`src/rtl/ddr_port_arbiter.sv`:
```
// ddr_port_arbiter: grants the shared cache-to-DDR port to the instruction or data side,
// counts beats of the granted transaction and closes the port when the burst completes.
module ddr_port_arbiter #(
   parameter int DATA_MAX_BURST        = 4,
   parameter int INSTRUCTION_MAX_BURST = 8,
   parameter int STARVATION_LIMIT      = 16
) (
   input  logic       clk_i,
   input  logic       rst_i,
   input  logic       instr_req_i,
   output logic       instr_gnt_o,
   output logic       instr_end_o,
   input  logic       data_req_i,
   input  logic       data_write_i,
   input  logic       data_single_i,
   output logic       data_gnt_o,
   output logic       data_end_o,
   input  logic       ddr_load_valid_i,
   input  logic       ddr_store_done_i,
   output logic       hold_o,
   output logic       instr_sel_o,
   output logic       single_trx_o,
   output logic [1:0] owner_o,
   output logic       busy_o
);
   localparam int MAX_BURST = DATA_MAX_BURST > INSTRUCTION_MAX_BURST ? DATA_MAX_BURST : INSTRUCTION_MAX_BURST;
   localparam int BW = $clog2(MAX_BURST) + 1;
   localparam int SW = $clog2(STARVATION_LIMIT + 1);
   typedef enum logic [1:0] {IDLE, GRANT, BUSY, DRAIN} state_t;
   state_t        state;
   logic [BW-1:0] beat_cnt;
   logic [BW-1:0] beat_target;
   logic [SW-1:0] starve_cnt;
   logic          write;
   logic          data_win;
   logic          beat;
   // A starved instruction request overrides the default data priority.
   assign data_win = data_req_i && !(instr_req_i && starve_cnt == SW'(STARVATION_LIMIT));
   assign beat     = write ? ddr_store_done_i : ddr_load_valid_i;
   assign busy_o   = state != IDLE;
   always_ff @(posedge clk_i or posedge rst_i) begin
      if (rst_i) begin
         state        <= IDLE;
         beat_cnt     <= '0;
         beat_target  <= '0;
         starve_cnt   <= '0;
         write        <= 1'b0;
         hold_o       <= 1'b1;
         owner_o      <= 2'b00;
         instr_sel_o  <= 1'b0;
         single_trx_o <= 1'b0;
         instr_gnt_o  <= 1'b0;
         data_gnt_o   <= 1'b0;
         instr_end_o  <= 1'b0;
         data_end_o   <= 1'b0;
      end else begin
         case (state)
            IDLE: if (data_req_i || instr_req_i) begin
               state        <= GRANT;
               owner_o      <= data_win ? 2'b10 : 2'b01;
               instr_sel_o  <= !data_win;
               single_trx_o <= data_win && data_single_i;
               write        <= data_win && data_write_i;
               beat_target  <= !data_win ? BW'(INSTRUCTION_MAX_BURST) : data_single_i ? BW'(1) : BW'(DATA_MAX_BURST);
               instr_gnt_o  <= !data_win;
               data_gnt_o   <= data_win;
               // data_win with instr_req_i implies starve_cnt is below the limit, so this saturates
               starve_cnt   <= !data_win ? '0 : instr_req_i ? starve_cnt + 1'b1 : starve_cnt;
            end
            GRANT: begin
               instr_gnt_o <= 1'b0;
               data_gnt_o  <= 1'b0;
               beat_cnt    <= '0;
               hold_o      <= 1'b0;
               state       <= BUSY;
            end
            BUSY: if (beat) begin
               beat_cnt <= beat_cnt + 1'b1;
               if (beat_cnt + 1'b1 == beat_target) begin
                  state       <= DRAIN;
                  hold_o      <= 1'b1;
                  instr_end_o <= instr_sel_o;
                  data_end_o  <= !instr_sel_o;
               end
            end
            DRAIN: begin
               instr_end_o  <= 1'b0;
               data_end_o   <= 1'b0;
               owner_o      <= 2'b00;
               instr_sel_o  <= 1'b0;
               single_trx_o <= 1'b0;
               state        <= IDLE;
            end
            default: state <= IDLE;
         endcase
      end
   end
endmodule

```
`config.mk`:
```
export PLATFORM = sky130hd
export DESIGN_NAME = ddr_port_arbiter
export DESIGN_NICKNAME = d
export VERILOG_FILES = /design/src/rtl/ddr_port_arbiter.sv
export SDC_FILE = /design/constraint.sdc
export NUM_CORES = 1
export LEC_CHECK = 0
export ABC_AREA = 1
export CORE_AREA = 2 2 53 55
export DETAILED_ROUTE_END_ITERATION = 7
export DIE_AREA = 0 0 55 57
export PLACE_DENSITY_LB_ADDON = 0.25
export SYNTH_ARGS = -nofsm -noshare
export SYNTH_HDL_FRONTEND = slang
export SYNTH_SLANG_ARGS = --single-unit
```
`constraint.sdc`:
```
create_clock -name clk_i -period 3.1 [get_ports clk_i]
set_input_delay 0.62 -clock clk_i [delete_from_list [all_inputs] [get_ports clk_i]]
set_output_delay 0.62 -clock clk_i [all_outputs]
set_load 0.1 [all_outputs]
```
==> out/metrics.cfg, run 1 <==
[worst_setup_path]
slowest_stage = dfrtp_1
ff2ff_path_depth = 7
start_kind = register
critical-path-top-cell-by-count = inv_1
cpPeakStageDelay_ns = 0.42
cp.required_ns = 2.48
r2r_start = state[0]
path_class = reg2out
end_kind = output pin
critPathMaxFanout = 5
crit_path_cell_trace = inv_1 > ha_1 > inv_1 > buf_4
crit_start = state[0]
worstPathArrival_ns = 1.53
r2r_slack_ns = 1.45
r2r-end = owner_o[1]

[logic_synthesis]
ys_seq_area_share_pct = 46.7
synth_nets = 170
yosysTopAreaCell = dfrtp_1
synthCells = 155
ys_ff_latch = 23
syn_area_um2 = 1240
synth.avg_cell_area_um2 = 7.98
synth_area_leaders = dfrtp_1 (45%), nand2_1 (11%), inv_1 (9.4%), nand3_1 (7.3%), ha_1 (7.1%)
yosys.cell_types.count = 20
yosysWarnings = 0
synth_top_area_share_pct = 44.5

[clocking]
tritoncts = done
clkTransAtPathRegs_ns = 0.12
cts_setup_buffers = 0
cts.sinks = 23
cts_buffers = 3
cts-root-buf = clkbuf_4
htree_levels = 1
post_cts_resized = 0
cts_hold_buf = 0
clockBufferDepth = 2
insertion_delay_ns = 0.30

[cells_and_area]
diodes = 0
drive_above_1_share_pct = 10.9
final_common_cell = nand2_1
nNetsFinal = 191
fin_area_um2 = 1440
final_cell_mix = nand2_1 (36), inv_1 (31), dfrtp_1 (22)
final_core_util_pct = 55.0
fill_cells = 259
area_growth_pct = 16.4

[placed_design]
place_congestion = 0.808
placed_cell_area_um2 = 1410
port_buffers = 17
dpl.hpwl_um = 1980

[detailed_routing]
vias = 1034
firstDrtPassIters = 4
drtIter0Drc = 29
drc = 0
drt.antenna.violating_nets = 0
via_per_inst = 5.02
routed_wl_um = 2550
drt-wirelength-per-cell_um = 12.4

[global_route]
busiest_layer = met2
grt_max_degree = 24
grt_overflow_total = 0
grt_usage_pct = 18.4
grt_pass1_wl_um = 4240
antenna_found_initial = 0
first_global_vias = 1007
use_met2_pct = 30.3
use_met3_pct = 2.36
gr-usage-met1_pct = 24.6

[sta]
fin_crit_ns = 2.15
slew-limit-headroom_pct = 41.2
setup_tns_ns = 0
setup_viol = 0
finalHoldViolations = 0
worstMarginPinSlew_ns = 0.881
clock_skew_ns = 0.00398
rsz0062_at_grt = no
max_freq_mhz = 465
drv_slew = 0
post-route-period-util_pct = 69.3

[hold_path]
worstHoldPathCells = 2
worstHoldPathType = reg2reg
min_to = hold_o
min_from = hold_o

[die]
die_w_um = 55
placementRows = 19
fp.dieH_um = 57
start_util_pct = 47.3
core-area_um2 = 2620
io_pins = 18
dieArea_um2 = 3140

[flow_run]
max_cap_viol_count = 0

[status]
run_status = finished, final reports clean

[worst max-delay path by stage]
stage,to,depth (start not counted)
3_5_place_dp,owner_o[0],6
6_report,busy_o,4
4_1_cts,busy_o,4
2_1_floorplan,owner_o[0],1
5_1_grt,busy_o,4
3_3_place_gp,owner_o[0],6
[final cells by class]
type / count / area, um^2 / area share [%]
clock buffer: 4 / 26.3 / 1.83
inverter: 31 / 116 / 8.09
multi-input combinational: 100 / 536 / 37.2
sequential: 23 / 577 / 40.1
tap: 31 / 38.8 / 2.70
timing repair buffer: 17 / 145 / 10.1
[kinds of logic (layout without fill, tap and decap cells)]
group	after synthesis	in the layout	synth area share, %
AND/OR/NAND/NOR	71	71	26.1
buffers and inverters	32	52	10.0
flip-flops	23	23	46.7
AO/OA/AOI/OAI	20	20	8.70
adder cells (fa/ha/maj)	7	7	7.08
XOR/XNOR	2	2	1.42
[sequential cells by signal (all words and copies together) (netlist names), 2 cells and up]
signal and cells:
beat_target 3, state 2, owner_o 2, beat_cnt 4, starve_cnt 5
[metal layers]
| metal | part of all wire, % | up-vias |
|---|---|---|
| met3 | 2.5 | 4 |
| li1 | - | 530 |
| met5 | 0 | - |
| met4 | 1.1 | 0 |
| met1 | 45 | 485 |
| met2 | 51 | 15 |
[per-stage QoR]
stage                     worst slack [ns]  std cells  hold slack (ns)
final                                0.951        206            0.500
after global routing                 0.855        206            0.528
after CTS                            0.946        206            0.501
after detailed placement              1.10        202            0.481
after global placement                1.12        202            0.476
after floorplan                       1.12        155            0.474
[synthesized netlist by cell type, drive strengths merged]
master  count
nand2      38
inv        31
dfrtp      22
nand3      19
o21ai      14
nor2        9
ha          7
o22ai       4
nand4       3
xor2        2
a21oi       1
buf         1
dfstp       1
nor3        1
nor3b       1
o31ai       1
[worst max-delay path, delay by kind of cell (launching register included)]
| family | cells | cell delay [ns] |
|---|---|---|
| DFF | 1 | 0.42 |
| buffers and inverters | 3 | 0.55 |
| adders and majority gates | 1 | 0.25 |
Power of run 1 is left out: the tool's default activity adds up to more than one toggle a clock period on the data nets, which glitch-free logic cannot reach.
==> run 2, diff against run 1 <==
==> constraint.sdc (replaced) <==
create_clock -name clk_i -period 2.1 [get_ports clk_i]
set_input_delay 0.42 -clock clk_i [delete_from_list [all_inputs] [get_ports clk_i]]
set_output_delay 0.42 -clock clk_i [all_outputs]
set_load 0.1 [all_outputs]
==> run 2 against run 1 <==
Effect of this change:
- design area grew 2.3%
- via count grew 0.77%
- register-to-register slack lost 1.0 ns
- sequential cell count is the same
- highest routed layer unchanged
- first-iteration DRC count shrank 14%
- wire length shrank 3.3%
- sequential share of layout area shrank 0.89 points
- clock-buffer cell count is the same
==> out/metrics.cfg, run 2 (synthesized netlist as in run 1, its figures left out) <==
[status]
run_status = finished, final reports clean  ; unchanged

[flow_run]
max_cap_viol_count = 0  ; unchanged

[clocking]
clockBufferDepth = 2  ; unchanged
htree_levels = 1  ; unchanged
cts-root-buf = clkbuf_4  ; unchanged
cts.sinks = 23  ; unchanged
cts_buffers = 3  ; unchanged
post_cts_resized = 0  ; unchanged
insertion_delay_ns = 0.30  ; about the same
cts_setup_buffers = 0  ; unchanged
tritoncts = done  ; unchanged
cts_hold_buf = 0  ; unchanged
clkTransAtPathRegs_ns = 0.13  ; was 0.12 ns

[worst_setup_path]
ff2ff_path_depth = 7  ; unchanged
cpPeakStageDelay_ns = 0.42  ; about the same
r2r-end = owner_o[1]  ; unchanged
r2r_slack_ns = 0.44  ; was 1.45 ns
path_class = reg2out  ; unchanged
end_kind = output pin  ; unchanged
slowest_stage = dfrtp_1  ; unchanged
cp.required_ns = 1.68  ; was 2.48 ns
critPathMaxFanout = 5  ; unchanged
critical-path-top-cell-by-count = inv_1  ; unchanged
worstPathArrival_ns = 1.46  ; was 1.53 ns
crit_path_cell_trace = inv_1 > ha_1 > inv_1 > buf_12  ; was inv_1 > ha_1 > inv_1 > buf_4
crit_start = state[0]  ; unchanged
start_kind = register  ; unchanged
r2r_start = state[0]  ; unchanged

[detailed_routing]
drt.antenna.violating_nets = 0  ; unchanged
drt-wirelength-per-cell_um = 11.9  ; was 12.4 um
firstDrtPassIters = 4  ; unchanged
drc = 0  ; unchanged
routed_wl_um = 2460  ; was 2550 um
vias = 1042  ; was 1034
via_per_inst = 5.03  ; was 5.02
drtIter0Drc = 25  ; was 29

[sta]
setup_tns_ns = 0  ; unchanged
clock_skew_ns = 0.00325  ; was 0.00398 ns
post-route-period-util_pct = 89.6
fin_crit_ns = 1.88
worstMarginPinSlew_ns = 0.435  ; was 0.881 ns
slew-limit-headroom_pct = 70.7  ; was 41.2%
finalHoldViolations = 0  ; unchanged
setup_viol = 0  ; unchanged
max_freq_mhz = 532
rsz0062_at_grt = no  ; unchanged
drv_slew = 0  ; unchanged

[die]
core-area_um2 = 2620  ; unchanged
io_pins = 18  ; unchanged
die_w_um = 55  ; unchanged
fp.dieH_um = 57  ; unchanged
placementRows = 19  ; unchanged
dieArea_um2 = 3140  ; unchanged
start_util_pct = 47.3  ; unchanged

[global_route]
grt_max_degree = 24  ; unchanged
grt_overflow_total = 0  ; unchanged
grt_usage_pct = 17.4  ; was 18.4%
grt_pass1_wl_um = 4050  ; was 4240 um
antenna_found_initial = 0  ; unchanged
first_global_vias = 935  ; was 1007

[placed_design]
dpl.hpwl_um = 1980  ; about the same
place_congestion = 0.812  ; was 0.808
port_buffers = 17  ; unchanged

[cells_and_area]
drive_above_1_share_pct = 11.4  ; was 10.9%
nNetsFinal = 192  ; was 191
final_cell_mix = nand2_1 (36), inv_1 (31), dfrtp_1 (22)  ; unchanged
final_common_cell = nand2_1  ; unchanged
reg_top3 = starve_cnt x5, beat_cnt x4, beat_target x3  ; unchanged
regMostFlops = starve_cnt  ; unchanged
area_growth_pct = 19.0  ; was 16.4%
diodes = 0  ; unchanged
largest_reg_flops = 5  ; unchanged

[hold_path]
worstHoldPathType = in2async  ; was reg2reg

## run 2: cell types whose count changed in the layout (fill, tap and decap cells not counted)
| cell | previous run | this run |
|---|---|---|
| buf_12 | 0 | 2 |
| buf_4 | 10 | 9 |
## run 2: how the worst max path moves through the flow
| stage | end | slack [ns] | depth (start not counted) |
|---|---|---|---|
| 3_3_place_gp | owner_o[0] | 0.31 | 6 |
| 3_5_place_dp | owner_o[1] | 0.31 | 6 |
| 4_1_cts | busy_o | 0.22 | 4 |
| 6_report | busy_o | 0.22 | 4 |
| 5_1_grt | busy_o | 0.14 | 4 |
| 2_1_floorplan | owner_o[0] | 0.19 | 7 |
## run 2: per-stage QoR
stage / instances / utilization (%) / area (um^2) / hold WS [ns] / setup WS, ns
after global routing: 207 / 56.3 / 1470 / 0.471 / 0.140
after detailed placement: 203 / 55.3 / 1450 / 0.499 / 0.307
after CTS: 207 / 56.3 / 1470 / 0.455 / 0.217
final: 207 / 56.3 / 1470 / 0.438 / 0.219
after global placement: 203 / 55.3 / 1450 / 0.494 / 0.312
after floorplan: 155 / - / 1240 / 0.421 / 0.194
## run 2: area by class of cell
type | count | area [um^2]
Tap cell | 31 | 38.8
Timing Repair Buffer | 18 | 178
Sequential cell | 23 | 577
Fill cell | 264 | 1140
Multi-Input combinational cell | 100 | 536
Inverter | 31 | 116
Clock buffer | 4 | 26.3
## run 2: worst max-delay path: cells and delay by family (launching register included)
kind | cells | cell delay, ns
buffers and inverters | 3 | 0.49
flip-flops | 1 | 0.42
adder cells (fa/ha/maj) | 1 | 0.25
## run 2: routing by layer
metal	share of wire (%)	vias up	global-route usage (%)
met5	0	-	0
met4	1.3	0	5.23
met3	3.0	4	2.62
met2	49	23	28.1
met1	47	478	24.0
li1	-	537	-
Power of run 2 is left out for the same reason.
==> run 3, diff against run 2 <==
--- a/config.mk
+++ b/config.mk
@@ -6,9 +6,9 @@
 export NUM_CORES = 1
 export LEC_CHECK = 0
 export ABC_AREA = 1
-export CORE_AREA = 2 2 53 55
+export CORE_AREA = 2 2 45 88
 export DETAILED_ROUTE_END_ITERATION = 7
-export DIE_AREA = 0 0 55 57
+export DIE_AREA = 0 0 47 90
 export PLACE_DENSITY_LB_ADDON = 0.25
 export SYNTH_ARGS = -nofsm -noshare
 export SYNTH_HDL_FRONTEND = slang
==> run 3 against run 2 <==
Effect of this change:
- maximum frequency increased by 1.0%
- utilization decreased by 14 points
- die area increased by 35%
- worst setup slack improved by 0.020 ns
- clock skew decreased by 0.0014 ns
- design area increased by 2.8%
- critical path depth unchanged
- wire length increased by 12%
- sequential share of layout area decreased by 1.1 points
- cell count increased by 8.7%
- register-to-register slack got worse by 0.10 ns
- via count increased by 4.8%
==> out/metrics.cfg, run 3 (synthesized netlist as in run 1, its figures left out) <==
[status]
run_status = finished, final reports clean  ; unchanged

[clocking]
htree_levels = 1  ; unchanged
insertion_delay_ns = 0.27  ; was 0.30 ns
cts_hold_buf = 0  ; unchanged
cts_buffers = 3  ; unchanged
cts-root-buf = clkbuf_8  ; was clkbuf_4
cts_setup_buffers = 0  ; unchanged
tritoncts = done  ; unchanged
clkTransAtPathRegs_ns = 0.08  ; was 0.13 ns
cts.sinks = 23  ; unchanged
clockBufferDepth = 2  ; unchanged
post_cts_resized = 0  ; unchanged

[worst_setup_path]
critPathMaxFanout = 5  ; unchanged
ff2ff_path_depth = 7  ; unchanged
path_class = reg2out  ; unchanged
worstPathArrival_ns = 1.44  ; was 1.46 ns
cpPeakStageDelay_ns = 0.41  ; was 0.42 ns
slowest_stage = dfrtp_1  ; unchanged
start_kind = register  ; unchanged
critical-path-top-cell-by-count = inv_1  ; unchanged
end_kind = output pin  ; unchanged
cp.required_ns = 1.68  ; about the same
crit_path_cell_trace = inv_1 > ha_1 > inv_1 > buf_12  ; unchanged

[detailed_routing]
firstDrtPassIters = 5  ; was 4
drt.antenna.violating_nets = 0  ; unchanged
drtIter0Drc = 20  ; was 25
vias = 1092  ; was 1042
drc = 0  ; unchanged
routed_wl_um = 2750  ; was 2460 um
drt-wirelength-per-cell_um = 12.2  ; was 11.9 um
via_per_inst = 4.85  ; was 5.03

[placed_design]
place_congestion = 0.817  ; was 0.812
dpl.hpwl_um = 2220  ; was 1980 um
dp_cells = 221  ; was 203
placed_cell_area_um2 = 1470  ; was 1450 um^2
port_buffers = 17  ; unchanged

[cells_and_area]
diodes = 0  ; unchanged
final_cells = 225  ; was 207
fin_area_um2 = 1510  ; was 1470 um^2
final_cell_mix = nand2_1 (36), inv_1 (31), dfrtp_1 (22)  ; unchanged
largest_reg_flops = 5  ; unchanged
drive_above_1_share_pct = 11.4  ; unchanged
regMostFlops = starve_cnt  ; unchanged
nNetsFinal = 192  ; unchanged
reg_top3 = starve_cnt x5, beat_cnt x4, beat_target x3  ; unchanged
final_common_cell = nand2_1  ; unchanged
area_growth_pct = 22.4  ; was 19.0%

[die]
io_pins = 18  ; unchanged
die_w_um = 47  ; was 55 um
dieArea_um2 = 4230  ; was 3140 um^2
placementRows = 31  ; was 19
core-area_um2 = 3570  ; was 2620 um^2
fp.dieH_um = 90  ; was 57 um
start_util_pct = 34.6  ; was 47.3%

[hold_path]
worstHoldPathType = in2async  ; unchanged

[sta]
post-route-period-util_pct = 88.6  ; was 89.6%
slew-limit-headroom_pct = 69.2  ; was 70.7%
worstMarginPinSlew_ns = 0.457  ; was 0.435 ns
setup_viol = 0  ; unchanged
fin_crit_ns = 1.86  ; was 1.88 ns
setup_tns_ns = 0  ; unchanged
rsz0062_at_grt = no  ; unchanged
clock_skew_ns = 0.00187  ; was 0.00325 ns
drv_slew = 0  ; unchanged
max_freq_mhz = 537  ; was 532 MHz
finalHoldViolations = 0  ; unchanged

[flow_run]
max_cap_viol_count = 0  ; unchanged

[global_route]
antenna_found_initial = 0  ; unchanged
grt_pass1_wl_um = 4820  ; was 4050 um
grt_max_degree = 24  ; unchanged
grt_overflow_total = 0  ; unchanged
grt_usage_pct = 15.5  ; was 17.4%
first_global_vias = 1140  ; was 935

[run 3: cell counts in the layout (fill, tap and decap cells not counted)]
No cell type changed its count.
[run 3: critical path, delay by kind of cell, from the launching register on]
| family | cells | cell delay (ns) |
|---|---|---|
| fa+ha+maj | 1 | 0.26 |
| buf+inv | 3 | 0.50 |
| flops | 1 | 0.41 |
[run 3: per-layer routing]
| metal | wire [um] | vias to the layer above | track usage (%) |
|---|---|---|---|
| met3 | 60 | 9 | 2.61 |
| li1 | - | 534 | - |
| met2 | 1550 | 18 | 25.6 |
| met4 | 86 | 0 | 9.95 |
| met1 | 1050 | 531 | 16.6 |
| met5 | 0 | - | 0 |
[run 3: final cells by class]
class / count / area, um^2
well taps: 49 / 61.3
clock buffers: 4 / 45.0
fillers: 378 / 2060
repair buffers: 18 / 178
multi-input cells: 100 / 536
flip-flops and latches: 23 / 577
inverters: 31 / 116
[run 3: final timing paths]
kind,from,end,slack [ns]
max in group asynchronous,rst_i,hold_o,1.32
min in group clk_i,hold_o,hold_o,0.50
max,state[0],busy_o,0.24
min,rst_i,single_trx_o,0.49
max reg2reg,state[0],owner_o[1],0.34
min reg2reg,hold_o,hold_o,0.50
[run 3: per-stage QoR]
| step | hold WS, ns | util, % | setup WS [ns] |
|---|---|---|---|
| 6_report | 0.492 | 42.4 | 0.239 |
| 5_1_grt | 0.531 | 42.4 | 0.136 |
| 4_1_cts | 0.506 | 42.4 | 0.226 |
| 3_5_place_dp | 0.495 | 41.1 | 0.254 |
| 3_3_place_gp | 0.489 | 41.1 | 0.263 |
| 2_1_floorplan | 0.421 | - | 0.194 |
Power of run 3 is left out for the same reason.
